### config.mk
export PLATFORM = sky130hd
export DESIGN_NAME = vlsu_ar_sched_flat
export DESIGN_NICKNAME = d
export VERILOG_FILES = /design/src/rtl/vlsu_ar_sched_if.sv /design/src/rtl/vlsu_ar_sched.sv /design/src/flat_wrapper.sv
export SDC_FILE = /design/constraint.sdc
export NUM_CORES = 1
export LEC_CHECK = 0
export BUFFER_PORTS_ARGS = -buffer_cell sky130_fd_sc_hd__buf_2
export CORE_MARGIN = 1.5
export CORE_UTILIZATION = 48
export DETAILED_ROUTE_END_ITERATION = 6
export HOLD_SLACK_MARGIN = 0.03
export PLACE_DENSITY = 0.94
export SYNTH_ARGS = -nofsm -noshare
export SYNTH_HDL_FRONTEND = slang
export SYNTH_SLANG_ARGS = --single-unit
export TNS_END_PERCENT = 20
### constraint.sdc
create_clock -name clk_i -period 4.68 [get_ports clk_i]
set_input_delay 1.404 -clock clk_i [delete_from_list [all_inputs] [get_ports clk_i]]
set_output_delay 1.404 -clock clk_i [all_outputs]
set_load 0.005 [all_outputs]
### src/rtl/vlsu_ar_sched_if.sv
// AR scheduler bus: requester AR side, downstream AR/R channel and per-requester R steering.
// The scheduler connects through the master modport; its environment connects through the slave modport.
interface vlsu_ar_sched_if #(
   parameter int NrReq          = 2,
   parameter int AxiAddrWidth   = 64,
   parameter int MaxOutstanding = 4
);
   localparam int IdxW = $clog2(NrReq);
   localparam int CntW = $clog2(MaxOutstanding) + 1;

   logic [NrReq-1:0]                   req_valid_i;
   logic [NrReq-1:0][AxiAddrWidth-1:0] req_addr_i;
   logic [NrReq-1:0][7:0]              req_len_i;
   logic [NrReq-1:0]                   req_ready_o;
   logic                               ar_valid_o;
   logic [AxiAddrWidth-1:0]            ar_addr_o;
   logic [7:0]                         ar_len_o;
   logic                               ar_ready_i;
   logic                               r_valid_i;
   logic                               r_last_i;
   logic                               r_ready_o;
   logic [NrReq-1:0]                   r_valid_o;
   logic [NrReq-1:0]                   r_ready_i;
   logic [IdxW-1:0]                    r_owner_o;
   logic [CntW-1:0]                    outstanding_o;
   logic                               error_o;

   modport master (
      input  req_valid_i, req_addr_i, req_len_i, ar_ready_i, r_valid_i, r_last_i, r_ready_i,
      output req_ready_o, ar_valid_o, ar_addr_o, ar_len_o, r_ready_o, r_valid_o, r_owner_o,
             outstanding_o, error_o
   );

   modport slave (
      output req_valid_i, req_addr_i, req_len_i, ar_ready_i, r_valid_i, r_last_i, r_ready_i,
      input  req_ready_o, ar_valid_o, ar_addr_o, ar_len_o, r_ready_o, r_valid_o, r_owner_o,
             outstanding_o, error_o
   );
endinterface

### src/rtl/vlsu_ar_sched.sv
// Round-robin AR arbiter with a registered AR slice and an in-order owner FIFO
// that steers R beats back to the requester that issued each burst.
module vlsu_ar_sched #(
   parameter int NrReq          = 2,
   parameter int AxiAddrWidth   = 64,
   parameter int MaxOutstanding = 4
) (
   input  logic          clk_i,
   input  logic          rst_ni,
   vlsu_ar_sched_if.master bus
);
   localparam int IdxW = $clog2(NrReq);
   localparam int PtrW = $clog2(MaxOutstanding);
   localparam int CntW = PtrW + 1;

   typedef logic [IdxW-1:0] idx_t;

   idx_t                    rr_q;
   idx_t                    grant_idx;
   idx_t                    owner;
   logic                    grant;
   logic [NrReq-1:0]        grant_oh;
   logic [2*NrReq-1:0]      rot;
   int                      off;

   logic                    ar_valid_q;
   logic [AxiAddrWidth-1:0] ar_addr_q;
   logic [7:0]              ar_len_q;

   idx_t                    owner_mem [MaxOutstanding];
   logic [PtrW-1:0]         wptr_q;
   logic [PtrW-1:0]         rptr_q;
   logic [CntW-1:0]         cnt_q;
   logic                    error_q;

   logic                    fifo_empty;
   logic                    slot_free;
   logic                    pop;

   assign fifo_empty = (cnt_q == '0);
   // Uses the registered count only, so a pop at full never frees a slot in the same cycle.
   assign slot_free  = (!ar_valid_q || bus.ar_ready_i) && (cnt_q < CntW'(MaxOutstanding));

   always_comb begin
      // NOTE: every signal gets a default first so no path can infer a latch.
      rot = {bus.req_valid_i, bus.req_valid_i} >> rr_q;
      off = 0;
      for (int i = NrReq - 1; i >= 0; i--) begin
         if (rot[i]) off = i;
      end
      grant_idx = idx_t'((int'(rr_q) + off) % NrReq);
      grant     = slot_free && (|bus.req_valid_i);
      grant_oh  = grant ? (NrReq'(1) << grant_idx) : '0;
   end

   assign owner = fifo_empty ? '0 : owner_mem[rptr_q];
   assign pop   = !fifo_empty && bus.r_valid_i && bus.r_ready_i[owner] && bus.r_last_i;

   assign bus.req_ready_o   = grant_oh;
   assign bus.ar_valid_o    = ar_valid_q;
   assign bus.ar_addr_o     = ar_addr_q;
   assign bus.ar_len_o      = ar_len_q;
   assign bus.r_owner_o     = owner;
   assign bus.r_ready_o     = !fifo_empty && bus.r_ready_i[owner];
   assign bus.r_valid_o     = fifo_empty ? '0 : (NrReq'(bus.r_valid_i) << owner);
   assign bus.outstanding_o = cnt_q;
   assign bus.error_o       = error_q;

   always_ff @(posedge clk_i or negedge rst_ni) begin
      if (!rst_ni) begin
         rr_q       <= '0;
         ar_valid_q <= 1'b0;
         ar_addr_q  <= '0;
         ar_len_q   <= '0;
         wptr_q     <= '0;
         rptr_q     <= '0;
         cnt_q      <= '0;
         error_q    <= 1'b0;
      end else begin
         // NOTE: non-blocking assignments so every register samples pre-edge values.
         if (grant) begin
            ar_valid_q <= 1'b1;
            ar_addr_q  <= bus.req_addr_i[grant_idx];
            ar_len_q   <= bus.req_len_i[grant_idx];
            rr_q       <= (grant_idx == idx_t'(NrReq - 1)) ? '0 : grant_idx + 1'b1;
            wptr_q     <= wptr_q + 1'b1;
         end else if (bus.ar_ready_i) begin
            ar_valid_q <= 1'b0;
         end

         if (pop) rptr_q <= rptr_q + 1'b1;

         case ({grant, pop})
            2'b10:   cnt_q <= cnt_q + 1'b1;
            2'b01:   cnt_q <= cnt_q - 1'b1;
            default: cnt_q <= cnt_q;
         endcase

         if (bus.r_valid_i && fifo_empty) error_q <= 1'b1;
      end
   end

   // NOTE: owner storage has no reset; an entry is only read while cnt_q marks it valid.
   always_ff @(posedge clk_i) begin
      if (grant) owner_mem[wptr_q] <= grant_idx;
   end
endmodule

### src/flat_wrapper.sv
// flat-port wrapper written by rule: the top's interface ports become plain ports
module vlsu_ar_sched_flat 
#(
   parameter int NrReq          = 2,
   parameter int AxiAddrWidth   = 64,
   parameter int MaxOutstanding = 4
)
  (clk_i, rst_ni, bus_req_valid_i, bus_req_addr_i, bus_req_len_i, bus_ar_ready_i, bus_r_valid_i, bus_r_last_i, bus_r_ready_i, bus_req_ready_o, bus_ar_valid_o, bus_ar_addr_o, bus_ar_len_o, bus_r_ready_o, bus_r_valid_o, bus_r_owner_o, bus_outstanding_o, bus_error_o);
  vlsu_ar_sched_if #(.NrReq(NrReq), .AxiAddrWidth(AxiAddrWidth), .MaxOutstanding(MaxOutstanding)) bus_i ();
  input  logic clk_i;
  input  logic rst_ni;
  input wire logic [$bits(bus_i.req_valid_i)-1:0] bus_req_valid_i;
  input wire logic [$bits(bus_i.req_addr_i)-1:0] bus_req_addr_i;
  input wire logic [$bits(bus_i.req_len_i)-1:0] bus_req_len_i;
  input wire logic [$bits(bus_i.ar_ready_i)-1:0] bus_ar_ready_i;
  input wire logic [$bits(bus_i.r_valid_i)-1:0] bus_r_valid_i;
  input wire logic [$bits(bus_i.r_last_i)-1:0] bus_r_last_i;
  input wire logic [$bits(bus_i.r_ready_i)-1:0] bus_r_ready_i;
  output wire logic [$bits(bus_i.req_ready_o)-1:0] bus_req_ready_o;
  output wire logic [$bits(bus_i.ar_valid_o)-1:0] bus_ar_valid_o;
  output wire logic [$bits(bus_i.ar_addr_o)-1:0] bus_ar_addr_o;
  output wire logic [$bits(bus_i.ar_len_o)-1:0] bus_ar_len_o;
  output wire logic [$bits(bus_i.r_ready_o)-1:0] bus_r_ready_o;
  output wire logic [$bits(bus_i.r_valid_o)-1:0] bus_r_valid_o;
  output wire logic [$bits(bus_i.r_owner_o)-1:0] bus_r_owner_o;
  output wire logic [$bits(bus_i.outstanding_o)-1:0] bus_outstanding_o;
  output wire logic [$bits(bus_i.error_o)-1:0] bus_error_o;
  assign bus_i.req_valid_i = bus_req_valid_i;
  assign bus_i.req_addr_i = bus_req_addr_i;
  assign bus_i.req_len_i = bus_req_len_i;
  assign bus_i.ar_ready_i = bus_ar_ready_i;
  assign bus_i.r_valid_i = bus_r_valid_i;
  assign bus_i.r_last_i = bus_r_last_i;
  assign bus_i.r_ready_i = bus_r_ready_i;
  assign bus_req_ready_o = bus_i.req_ready_o;
  assign bus_ar_valid_o = bus_i.ar_valid_o;
  assign bus_ar_addr_o = bus_i.ar_addr_o;
  assign bus_ar_len_o = bus_i.ar_len_o;
  assign bus_r_ready_o = bus_i.r_ready_o;
  assign bus_r_valid_o = bus_i.r_valid_o;
  assign bus_r_owner_o = bus_i.r_owner_o;
  assign bus_outstanding_o = bus_i.outstanding_o;
  assign bus_error_o = bus_i.error_o;
  vlsu_ar_sched #(.NrReq(NrReq), .AxiAddrWidth(AxiAddrWidth), .MaxOutstanding(MaxOutstanding)) u_core (.clk_i(clk_i), .rst_ni(rst_ni), .bus(bus_i));
endmodule
**Yosys cells after proc, flatten, opt, wreduce, memory -nomap -nowiden**

Memories as Yosys holds them, arrays and structs flattened.
Index checks and enable logic that the tools add are counted.

- Register bits: 82
- RAM bits: 4
- Input bits: 153
- Output and inout bits: 83
- Word-level logic and storage cells: 54
- Memories kept: 1

- Add/subtract/negate cells: 6
- $lt $le $gt $ge: 3
- Eq/ne operators: 2
- Shifts and indexed selects: 3
- Mux-type cells: 17
- Reduce and logical (&&, ||, !) cells: 14

Memories:

| name | words | bits a word | rd ports | clocked after memory_dff | wr ports | RTL line | source |
|---|---|---|---|---|---|---|---|
| u_core.owner_mem | 4 | 1 | 1 | 0 | 1 | vlsu_ar_sched.sv:30 | `idx_t owner_mem [MaxOutstanding];` |

Operators by type and width:

| cell | count |
|---|---|
| 64-bit 2-to-1 mux | 2 |
| 8-bit 2-to-1 mux | 2 |
| 1-bit 2-to-1 mux | 10 |
| 1-bit logical AND | 7 |
| 3-bit one-hot mux with 2 select lines | 1 |
| 2-bit by 1-bit adder with 2-bit output (second input constant) | 2 |
| 1-bit by 2-bit < comparator with 1-bit output (second input constant) | 2 |
| 2-bit 2-to-1 mux | 2 |
| 2-bit nonzero test | 2 |
| 4-bit by 1-bit right shift with 2-bit output | 1 |
| 3-bit by 1-bit adder with 3-bit output (second input constant) | 1 |
| 3-bit zero test | 1 |
| 3-bit < comparator (second input constant) | 1 |
| 3-bit by 1-bit subtractor with 3-bit output (second input constant) | 1 |
| 2-bit by 1-bit == test with 1-bit output (second input constant) | 1 |
| 2-bit == test (second input constant) | 1 |
| 1-bit zero test | 2 |
| 2-bit OR reduction | 1 |
| 1-bit by 1-bit << shifter with 2-bit output | 1 |
| 1-bit by 1-bit << shifter with 2-bit output (first input constant) | 1 |
| 1-bit adder | 1 |
| 1-bit adder (second input constant) | 1 |
| 1-bit logical OR | 1 |

**Depth between registers and ports, before layout**

Gate-level depths: netlist (run 1).

- Depth in word-level cells: 8
- Gate-level depth with buffers: 11

**Worst setup path after synthesis (run 1)**

No wires, ideal clock.

- Kind: input to output
- Start point: input port bus_req_valid_i[0]
- End point: output port bus_req_ready_o[1]
- Arrival: 2.181 ns
- Required time: 3.276 ns
- Setup slack: 1.095 ns
- Cell stages on the path: 5
- Buffers on the path: 2
- Cells stage by stage: inv_1 > maj3_2 > buf_6 > buf_6 > and2_1

- Cells in the longest elaborated chain, start to end: 6

Ends and longest elaborated chain:

| what | RTL line | source |
|---|---|---|
| start, declared | flat_wrapper.sv:12 | `input wire logic [$bits(bus_i.req_valid_i)-1:0] bus_req_valid_i;` |
| 4-bit by 1-bit right shift with 2-bit output (*) | vlsu_ar_sched.sv:46 | `rot = {bus.req_valid_i, bus.req_valid_i} >> rr_q;` |
| 1-bit 2-to-1 mux | vlsu_ar_sched.sv:49 | `if (rot[i]) off = i;` |
| 1-bit 2-to-1 mux (*) | vlsu_ar_sched.sv:49 |  |
| 1-bit adder (*) | vlsu_ar_sched.sv:51 | `grant_idx = idx_t'((int'(rr_q) + off) % NrReq);` |
| named net u_core.grant_idx | vlsu_ar_sched.sv:19 | `idx_t grant_idx;` |
| 1-bit by 1-bit << shifter with 2-bit output (*) | vlsu_ar_sched.sv:53 | `grant_oh = grant ? (NrReq'(1) << grant_idx) : '0;` |
| 2-bit 2-to-1 mux (*) | vlsu_ar_sched.sv:53 |  |
| end, declared | flat_wrapper.sv:19 | `output wire logic [$bits(bus_i.req_ready_o)-1:0] bus_req_ready_o;` |

Mark *: on every way through the listed nets, which the timed path passes. The rest lies on a longest branch.

**Worst setup path in the final report (run 1)**

- Start point: input port bus_req_valid_i[0]
- End point: output port bus_req_ready_o[1]

- Cells in the longest elaborated chain, start to end: 6

Ends and longest elaborated chain:

| what | RTL line |
|---|---|
| 4-bit by 1-bit right shift with 2-bit output | vlsu_ar_sched.sv:46 |
| 1-bit 2-to-1 mux (2 in series) | vlsu_ar_sched.sv:49 |
| 1-bit adder | vlsu_ar_sched.sv:51 |
| 1-bit by 1-bit << shifter with 2-bit output | vlsu_ar_sched.sv:53 |
| 2-bit 2-to-1 mux (*) | vlsu_ar_sched.sv:53 |

Mark *: on every way between the ends. The rest lies on a longest branch, timed or not.

==> flow_summary.yaml, run 1 <==
pwr:
  fin_total_pwr_uw: 3320
  p_switching_uw: 1220
  p_clk_share_pct: 17.2
  power_density_nw_per_um2: 604
  p_leak_uw: 0.00287
  swShare_pct: 36.6
  peakVddDrop_uv: 273
  internal_power_uw: 2100
  combPwrFrac_pct: 43.2
  seq_power_share_pct: 39.6
detailed_routing:
  wl_per_cell_um: 14.1
  routed_wl_mm: 10.1
  first_iter_violations: 100
  dr.pass1.iters: 4
  vias: 3624
  vias_per_cell: 5.05
  ant_nets: 0
  drc_errors: 0
cells_and_area:
  area_growth_pct: 34.6
  final_nets: 766
  fillCellCount: 669
  drive_above_1_share_pct: 42.2
  stdcell_area_sq_um: 5490
clock_network:
  cts_resized: 0
  cts_buffers: 9
  holdBufCountCts: 0
  clockRootBuffer: "clkbuf_8"
  htree_levels: 3
  clkTransAtPathRegs_ns: 0.09
  cts_tree: "yes"
  post_cts_buffers: 0
  cts.path.max_buffers: 2
  cts_sinks: 86
  clock_latency_ns: 0.34
logic_synthesis:
  synth_area_leaders: "dfrtp_1, mux2i_1, a21oi_1, nor2_1, edfxtp_1"
  ys_types: 27
  syn_avg_cell_area_sq_um: 10.7
  yosys_warnings: 0
  synth_top_cell_area_share_pct: 50.3
  synth-seq-cells: 86
  synth_fp_nets: 541
  ys_seq_area_share_pct: 53.2
  synth_largest_area_cell: "dfrtp_1"
  synth_area_sq_um: 4080
  synth_cells: 382
hold_path:
  hold_end: "u_core.bus.error_o$_DFFE_PN0P_"
  hp-start: "u_core.bus.error_o$_DFFE_PN0P_"
  hold_path_class: "flop to flop"
  holdPathStages: 1
setup_path:
  r2r-start: "u_core.rptr_q[1]$_DFFE_PN0P_"
  crit_slowest_cell: "o21bai_1"
  start_kind: "input pin"
  cp.arrival_ns: 2.21
  critPathKind: "input pin to output pin"
  cp_max_fo: 4
  cpLargestDelayFamily: "compound AO/OA/AOI/OAI gates"
  r2r_slack_ns: 2.23
  path_buf_inv: 2
  crit_chain: "buf_2 -> o21bai_1 -> nor2b_4 -> and2_1 -> buf_2"
  ff2ff_path_depth: 10
  max_stage_delay_ns: 0.30
  worst_path_most_repeated_cell: "buf_2"
  cp.required_ns: 3.28
  critPathCaptureType: "output pin"
  r2r-end: "u_core.bus.outstanding_o[2]$_DFFE_PN0P_"
global_routing:
  grt_first_pass_wirelength_mm: 15.0
  grt_max_degree: 101
  grtUsageTotal_pct: 21.4
  gr-total-overflow: 0
  antenna_found_initial: 1
  grt_pass1_vias: 3528
timing:
  drv_slew: 0
  period_minus_slack_ns: 3.61
  finalHoldViolCount: 0
  slew_headroom_pct: 34.4
  rsz0062_at_grt: "false"
  fin_worst_skew_ns: 0.0144
  clock.fmax_ghz: 0.277
  finalSetupViolCount: 0
  tightest_slew_ns: 0.983
  whs_ns: 0.474
  setup-tns-final_ns: 0
  post-route-period-util_pct: 77.1
outcome:
  outcome: "completed"
die:
  die_area_sq_um: 9060
  die-width_um: 95.2
  start_util_pct: 49.7
  row_count: 33
  chipHeight_um: 95.2
  fp.coreArea_sq_um: 8220
  ios: 236
placement:
  portBuffers: 235
  hpwlAfterDp_mm: 7.84
  place_congestion: 0.794
  dpl_cell_area_sq_um: 5270
run:
  cap_violations: 0
==> area by class of cell <==
| cell class | count | area (sq um) | share of cell area, % |
|---|---|---|---|
| sequential | 86 | 2170 | 39.5 |
| multi-input combinational | 264 | 1730 | 31.5 |
| timing repair buffer | 239 | 1210 | 22.0 |
| clock buffer | 12 | 155 | 2.82 |
| tap | 105 | 131 | 2.39 |
| clock inverter | 3 | 67.6 | 1.23 |
| inverter | 7 | 26.3 | 0.478 |
| antenna | 1 | 2.50 | 0.0455 |
==> layer usage <==
| metal | track usage [%] | vias up | wire length, um |
|---|---|---|---|
| li1 | - | 1753 | - |
| met2 | 40.7 | 158 | 5560 |
| met4 | 9.08 | 0 | 214 |
| met3 | 4.94 | 24 | 748 |
| met1 | 22.1 | 1689 | 3600 |
| met5 | 0 | - | 0 |
==> worst max-delay path by stage <==
stage / startpoint / to / slack [ns] / cells past startpoint
6_report: bus_req_valid_i[0] / bus_req_ready_o[1] / 1.07 / 5
5_1_grt: bus_req_valid_i[0] / bus_req_ready_o[1] / 1.04 / 5
4_1_cts: bus_req_valid_i[0] / bus_req_ready_o[1] / 1.07 / 5
3_5_place_dp: bus_req_valid_i[0] / bus_req_ready_o[1] / 1.08 / 5
3_3_place_gp: bus_req_valid_i[0] / bus_req_ready_o[1] / 1.13 / 5
2_1_floorplan: bus_req_valid_i[0] / bus_req_ready_o[1] / 1.10 / 5
==> synthesized netlist by cell type <==
cell type and number:
nor2b_1 1, mux2i_1 79, xor2_1 3, a21oi_1 72, nor2_1 81, o31ai_1 1
nor3_1 1, nand2_1 3, o21bai_1 1, nand2b_1 1, and2_1 5, dfrtp_1 82
nor3b_2 1, nand3_1 1, inv_1 6, or3_1 1, fa_1 1, inv_2 1
buf_6 6, mux2_2 1, o21ai_0 2, buf_2 19, a21o_1 1, edfxtp_1 4
xnor2_1 2, ha_1 5, maj3_2 1
==> cell families (layout without fill, tap and decap cells) <==
group	count (synthesis)	count (layout)	synth area share (%)
buf+inv	32	261	4.63
mux	80	80	19.7
flops	86	86	53.2
other cells	0	1	0
xor+xnor	5	5	1.07
simple gates	95	95	9.50
compound gates	77	77	9.63
fa+ha+maj	7	7	2.30
==> power groups by stage <==
stage	clock, uW	sequential (uW)	combinational, uW
2_1_floorplan	0	1340	850
3_3_place_gp	0	1300	1370
3_5_place_dp	0	1320	1450
4_1_cts	588	1310	1450
5_1_grt	618	1360	1600
6_report	571	1310	1440
==> cell usage in the layout, fill, tap and decap left out, drive strengths merged, types with 2 or more instances in the layout <==
cell type,n
mux2i,79
o21ai,2
and2,5
ha,5
edfxtp,4
dfrtp,82
a21oi,72
buf,239
xor2,3
nor2,81
inv,7
xnor2,2
clkbuf,12
nand2,3
bufinv,2
==> flip-flops by register name (all words and copies together), names as in the netlist <==
signal / count
u_core.owner_mem: 4
u_core.bus.ar_valid_o: 1
u_core.bus.ar_addr_o: 64
u_core.rr_q: 1
u_core.bus.ar_len_o: 8
u_core.rptr_q: 2
u_core.bus.outstanding_o: 3
u_core.bus.error_o: 1
u_core.wptr_q: 2
==> through the flow <==
step	utilization (%)	setup WS, ns	cells
after global placement	64.1	1.13	701
after CTS	66.8	1.07	716
after detailed placement	64.1	1.08	701
after floorplan	-	1.10	382
final	66.9	1.07	717
after global routing	66.9	1.04	717
Power figures use the tool's default switching activity.
==> inputs of run 2 (changes only) <==
--- a/config.mk
+++ b/config.mk
@@ -5,12 +5,13 @@
 export SDC_FILE = /design/constraint.sdc
 export NUM_CORES = 1
 export LEC_CHECK = 0
+export ABC_AREA = 1
 export BUFFER_PORTS_ARGS = -buffer_cell sky130_fd_sc_hd__buf_2
 export CORE_MARGIN = 1.5
-export CORE_UTILIZATION = 48
+export CORE_UTILIZATION = 44
 export DETAILED_ROUTE_END_ITERATION = 6
 export HOLD_SLACK_MARGIN = 0.03
-export PLACE_DENSITY = 0.94
+export PLACE_DENSITY = 0.88
 export SYNTH_ARGS = -nofsm -noshare
 export SYNTH_HDL_FRONTEND = slang
 export SYNTH_SLANG_ARGS = --single-unit
==> constraint.sdc (replaced) <==
create_clock -name clk_i -period 3.5 [get_ports clk_i]
set_input_delay 1.05 -clock clk_i [delete_from_list [all_inputs] [get_ports clk_i]]
set_output_delay 1.05 -clock clk_i [all_outputs]
set_load 0.005 [all_outputs]
==> run 2 against run 1 <==
Effect of this change:
- final area decreased by 3.1%
- clock skew increased by 0.0016 ns
- clock power increased by 18%
==> flow_summary.yaml, run 2 <==
cells_and_area:
  stdcell_area_sq_um: 5330
  final_common_cell: "buf_2"
  area_growth_pct: 35.1
  antenna_cells: 0
  final_cell_mix: "buf_2, nand2_1, dfrtp_1, nand3_1, inv_1"
  final_nets: 860
  largest_register_ffs: 64
  drive_above_1_share_pct: 37.0
clock_network:
  cts_buffers: 9
  clock_latency_ns: 0.34
  holdBufCountCts: 0
  htree_levels: 3
  clkTransAtPathRegs_ns: 0.08
  cts_sinks: 86
  cts_tree: "yes"
  post_cts_buffers: 0
  clockRootBuffer: "clkbuf_8"
  cts.path.max_buffers: 2
  cts_resized: 0
setup_path:
  crit_chain: "buf_2 -> o21ai_2 -> inv_2 -> nor2_8 -> buf_2"
  cp.required_ns: 2.45
  cpLargestDelayFamily: "buffers and inverters"
  critPathKind: "input pin to output pin"
  cp_max_fo: 6
  start_kind: "input pin"
  crit_slowest_cell: "o21ai_2"
  critPathCaptureType: "output pin"
  cp.arrival_ns: 1.81
  path_buf_inv: 3
  max_stage_delay_ns: 0.26
  worst_path_most_repeated_cell: "buf_2"
logic_synthesis:
  ys_top_cells_by_count: "nand2_1, dfrtp_1, nand3_1"
  ys_seq_area_share_pct: 55.1
  synth_top_cell_area_share_pct: 52.0
  ys_async_sr_fraction_pct: 95.3
  synth_area_sq_um: 3940
  syn_avg_cell_area_sq_um: 8.34
  synth-edff-count: 4
  synth_cells: 473
  ys_types: 24
  synth_most_common_cell: "nand2_1"
  synth_area_leaders: "dfrtp_1, nand2_1, nand3_1, edfxtp_1, buf_6"
  synth_largest_area_cell: "dfrtp_1"
  synth_fp_nets: 632
  synth-seq-cells: 86
  synth_top_flop_cell: "dfrtp_1"
  yosys_warnings: 0
detailed_routing:
  wl_met2_mm: 5.12
  wl_met1_mm: 4.13
  vias_per_cell: 4.89
  first_iter_violations: 127
  met3_length_um: 936
  routed_wl_mm: 10.4
  ant_nets: 0
  top_layer: "met4"
  drc_errors: 0
  wl_per_cell_um: 12.8
  dr.pass1.iters: 4
  vias: 3978
die:
  row_count: 34
  ios: 236
  fp.coreArea_sq_um: 8720
  start_util_pct: 45.2
  chipHeight_um: 97.7
  die-width_um: 97.7
  die_area_sq_um: 9540
timing:
  fin_worst_skew_ns: 0.0160
  slew_headroom_pct: 31.7
  setup-tns-final_ns: 0
  drv_slew: 0
  rsz0062_at_grt: "false"
  finalSetupViolCount: 0
  clock.fmax_ghz: 0.349
  post-route-period-util_pct: 81.8
  tightest_slew_ns: 1.02
  finalHoldViolCount: 0
  period_minus_slack_ns: 2.86
placement:
  portBuffers: 235
  dpl_cell_area_sq_um: 5140
  hpwlAfterDp_mm: 7.76
  place_congestion: 0.844
global_routing:
  grt_first_pass_wirelength_mm: 17.3
  grt_pass1_vias: 3896
  grtUsageTotal_pct: 22.3
  grt_max_degree: 83
  antenna_found_initial: 0
  gr-total-overflow: 0
pwr:
  peakVddDrop_uv: 343
  power_density_nw_per_um2: 787
  p_leak_uw: 0.00301
outcome:
  outcome: "completed"
hold_path:
  hold_path_class: "flop to flop"
run:
  cap_violations: 0
-- run 2: area by class of cell --
| class | count | area (sq um) |
|---|---|---|
| Timing Repair Buffer | 239 | 1210 |
| Sequential cell | 86 | 2170 |
| Clock inverter | 4 | 47.5 |
| Tap cell | 108 | 135 |
| Fill cell | 738 | 3400 |
| Inverter | 21 | 81.3 |
| Multi-Input combinational cell | 344 | 1540 |
| Clock buffer | 11 | 141 |
-- run 2: report_power, final --
group          internal [uW]  switching [uW]
logic                    775            1000
clock network            344             330
registers               1470             270
total                   2590            1600
-- run 2: kinds of logic after synthesis --
family,Yosys count,share of synthesized area (%)
AOI/OAI and AO/OA,9,1.40
xor gates and xnor gates,4,0.889
adders and majority gates,6,2.09
buffers and inverters,43,5.87
DFF,86,55.1
and+or+nand+nor,325,34.7
-- run 2: metrics by stage --
| stage | hold WS (ns) | setup WS (ns) | util [%] | power (uW) | cells |
|---|---|---|---|---|---|
| after global placement | 0.461 | 0.657 | 58.9 | 3450 | 798 |
| final | 0.484 | 0.637 | 61.1 | 4190 | 813 |
| after detailed placement | 0.467 | 0.627 | 58.9 | 3550 | 798 |
| after CTS | 0.486 | 0.628 | 61.1 | 4240 | 813 |
| after global routing | 0.528 | 0.580 | 61.1 | 4550 | 813 |
| after floorplan | 0.468 | 0.678 | - | 2770 | 473 |
-- run 2: routing by layer --
metal | vias up | GRT usage [%]
met3 | 23 | 5.18
met1 | 1797 | 26.5
met4 | 0 | 9.67
met5 | - | 0
li1 | 1946 | -
met2 | 212 | 38.6
-- run 2: final timing paths --
path,slack (ns),end,start,cells after the start
setup / recovery,0.64,bus_req_ready_o[0],bus_req_valid_i[1],5
hold / removal,0.48,u_core.bus.error_o$_DFFE_PN0P_,u_core.bus.error_o$_DFFE_PN0P_,1
hold reg to reg,0.48,u_core.bus.error_o$_DFFE_PN0P_,u_core.bus.error_o$_DFFE_PN0P_,1
max in group asynchronous,1.94,u_core.bus.ar_addr_o[0]$_DFFE_PN0P_,rst_ni,1
setup reg to reg,1.26,u_core.bus.outstanding_o[2]$_DFFE_PN0P_,u_core.rptr_q[0]$_DFFE_PN0P_,13
min in group asynchronous,0.85,u_core.bus.ar_valid_o$_DFFE_PN0P_,rst_ni,1
==> inputs of run 3 (changes only) <==
--- a/config.mk
+++ b/config.mk
@@ -5,13 +5,13 @@
 export SDC_FILE = /design/constraint.sdc
 export NUM_CORES = 1
 export LEC_CHECK = 0
-export ABC_AREA = 1
+export ABC_AREA = 0
 export BUFFER_PORTS_ARGS = -buffer_cell sky130_fd_sc_hd__buf_2
 export CORE_MARGIN = 1.5
-export CORE_UTILIZATION = 44
+export CORE_UTILIZATION = 40
 export DETAILED_ROUTE_END_ITERATION = 6
 export HOLD_SLACK_MARGIN = 0.03
-export PLACE_DENSITY = 0.88
+export PLACE_DENSITY = 0.84
 export SYNTH_ARGS = -nofsm -noshare
 export SYNTH_HDL_FRONTEND = slang
 export SYNTH_SLANG_ARGS = --single-unit
==> constraint.sdc (replaced) <==
create_clock -name clk_i -period 2.5 [get_ports clk_i]
set_input_delay 0.75 -clock clk_i [delete_from_list [all_inputs] [get_ports clk_i]]
set_output_delay 0.75 -clock clk_i [all_outputs]
set_load 0.005 [all_outputs]
==> run 3 against run 2 <==
Effect of this change:
- clock power rose by 44%
- final cell count fell by 8.0%
- die area rose by 13%
- largest cell class unchanged
==> flow_summary.yaml, run 3 (same netlist as run 1, synthesis figures left out) <==
cells_and_area:
  area_growth_pct: 36.2
  fin_util_pct: 56.6
  drive_above_1_share_pct: 43.4
  stdcell_area_sq_um: 5560
  final_nets: 769
  fillCellCount: 907
  final_common_cell: "buf_2"
  largest_register_ffs: 64
  final_cell_mix: "buf_2, nor2_1, dfrtp_1, mux2i_1, a21oi_1"
  antenna_cells: 0
setup_path:
  cp.required_ns: 1.75
  crit_chain: "mux2i_4 -> mux2i_2 -> mux2i_1 -> nor2_1 -> buf_2"
  setup.worst_path.start: "u_core.rptr_q[1]$_DFFE_PN0P_"
  cp.arrival_ns: 1.71
  crit_slowest_cell: "dfrtp_2"
  critPathKind: "flop to output pin"
  start_kind: "flop"
  path_buf_inv: 1
  cp_max_fo: 3
  critPathCaptureType: "output pin"
  r2r-start: "u_core.rptr_q[1]$_DFFE_PN0P_"
  max_stage_delay_ns: 0.45
  cpLargestDelayFamily: "multiplexers"
die:
  fp.coreArea_sq_um: 9820
  row_count: 36
  start_util_pct: 41.6
  ios: 236
  chipHeight_um: 104
  die-width_um: 104
  die_area_sq_um: 10800
detailed_routing:
  vias_per_cell: 4.80
  wl_per_cell_um: 13.6
  vias: 3592
  dr.pass1.iters: 4
  routed_wl_mm: 10.1
  first_iter_violations: 121
  drc_errors: 0
  ant_nets: 0
timing:
  post-route-period-util_pct: 98.2
  setup-tns-final_ns: 0
  finalHoldViolCount: 0
  period_minus_slack_ns: 2.46
  finalSetupViolCount: 0
  slew_headroom_pct: 50.8
  whs_ns: 0.360
  clock.fmax_ghz: 0.407
  tightest_slew_ns: 0.738
  rsz0062_at_grt: "true"
  fin_ws_ns: 0.0439
  fin_worst_skew_ns: 0.00962
  drv_slew: 0
clock_network:
  cts_sinks: 86
  cts_buffers: 9
  clockRootBuffer: "clkbuf_8"
  clkTransAtPathRegs_ns: 0.09
  clock_latency_ns: 0.34
  cts.path.max_buffers: 2
  cts_tree: "yes"
  holdBufCountCts: 0
  htree_levels: 3
placement:
  place_congestion: 0.852
  hpwlAfterDp_mm: 7.81
  place_ws_ns: 0.0865
  portBuffers: 235
  dpl_cell_area_sq_um: 5320
outcome:
  outcome: "completed"
global_routing:
  grt_first_pass_wirelength_mm: 16.3
  gr-total-overflow: 0
  grt_pass1_vias: 3605
  grt_max_degree: 84
  grtUsageTotal_pct: 18.4
  antenna_found_initial: 0
pwr:
  peakVddDrop_uv: 465
  p_leak_uw: 0.00288
  power_density_nw_per_um2: 1110
run:
  cap_violations: 0
hold_path:
  hold_path_class: "input pin to asynchronous set/reset pin"
[run 3: changes by cell type in the layout (fill, tap and decap cells not counted), sizes merged, moves of 5 or more]
cell	delta
nand3	-78
and2	+5
nor2	+72
a21oi	+71
nand2	-230
inv	-14
mux2i	+79
o21ai	-5
[run 3: where the power goes]
group | internal [uW] | total (uW) | switching [uW]
Combinational | 1280 | 2720 | 1430
Clock | 486 | 970 | 484
Sequential | 2080 | 2470 | 384
[run 3: final cells by class]
cell class | instances | area (sq um) | area share [%]
inverter | 7 | 26.3 | 0.473
clock inverter | 6 | 61.3 | 1.10
multi-input combinational | 264 | 1750 | 31.5
sequential | 86 | 2170 | 39.1
clock buffer | 10 | 138 | 2.48
tap | 133 | 166 | 2.99
timing repair buffer | 242 | 1240 | 22.4
[run 3: repair_timing]
action	CTS	global route
hold endpoints to repair	0	0
endpoints found under the setup margin	0	2
gates resized for setup	0	5
setup buffers	0	2
[run 3: worst reg2reg max path, cell delays in order, from the launching register on]
cell,delay [ns]
dfrtp_2,0.43
mux2i_2,0.32
mux2i_2,0.14
mux2i_1,0.16
buf_4,0.15
nor2_1,0.10
ha_1,0.20
inv_1,0.06
fa_1,0.37
xor2_1,0.15
nor2_1,0.12
xor2_1,0.16
[run 3: path summary, 6_finish.rpt]
kind	to	slack, ns	depth (start not counted)
max in group asynchronous	u_core.bus.ar_addr_o[25]$_DFFE_PN0P_	1.53	2
min in group clk_i	u_core.bus.error_o$_DFFE_PN0P_	0.47	1
min	u_core.bus.ar_addr_o[0]$_DFFE_PN0P_	0.36	1
min reg2reg	u_core.bus.error_o$_DFFE_PN0P_	0.47	1
max reg2reg	u_core.bus.outstanding_o[2]$_DFFE_PN0P_	0.09	11
max	bus_r_ready_o	0.04	5
[run 3: through the flow]
| step | power [uW] | std cells |
|---|---|---|
| after CTS | 6160 | 746 |
| after floorplan | 4100 | 382 |
| after detailed placement | 5180 | 730 |
| after global placement | 5010 | 730 |
| final | 6150 | 748 |
| after global routing | 6650 | 748 |
[run 3: layer usage]
metal	GRT usage (%)	routed length, um	up-vias
met2	35.1	5460	146
met5	0	0	-
met3	4.95	639	18
met1	19.4	3840	1670
li1	-	-	1758
met4	5.85	208	0
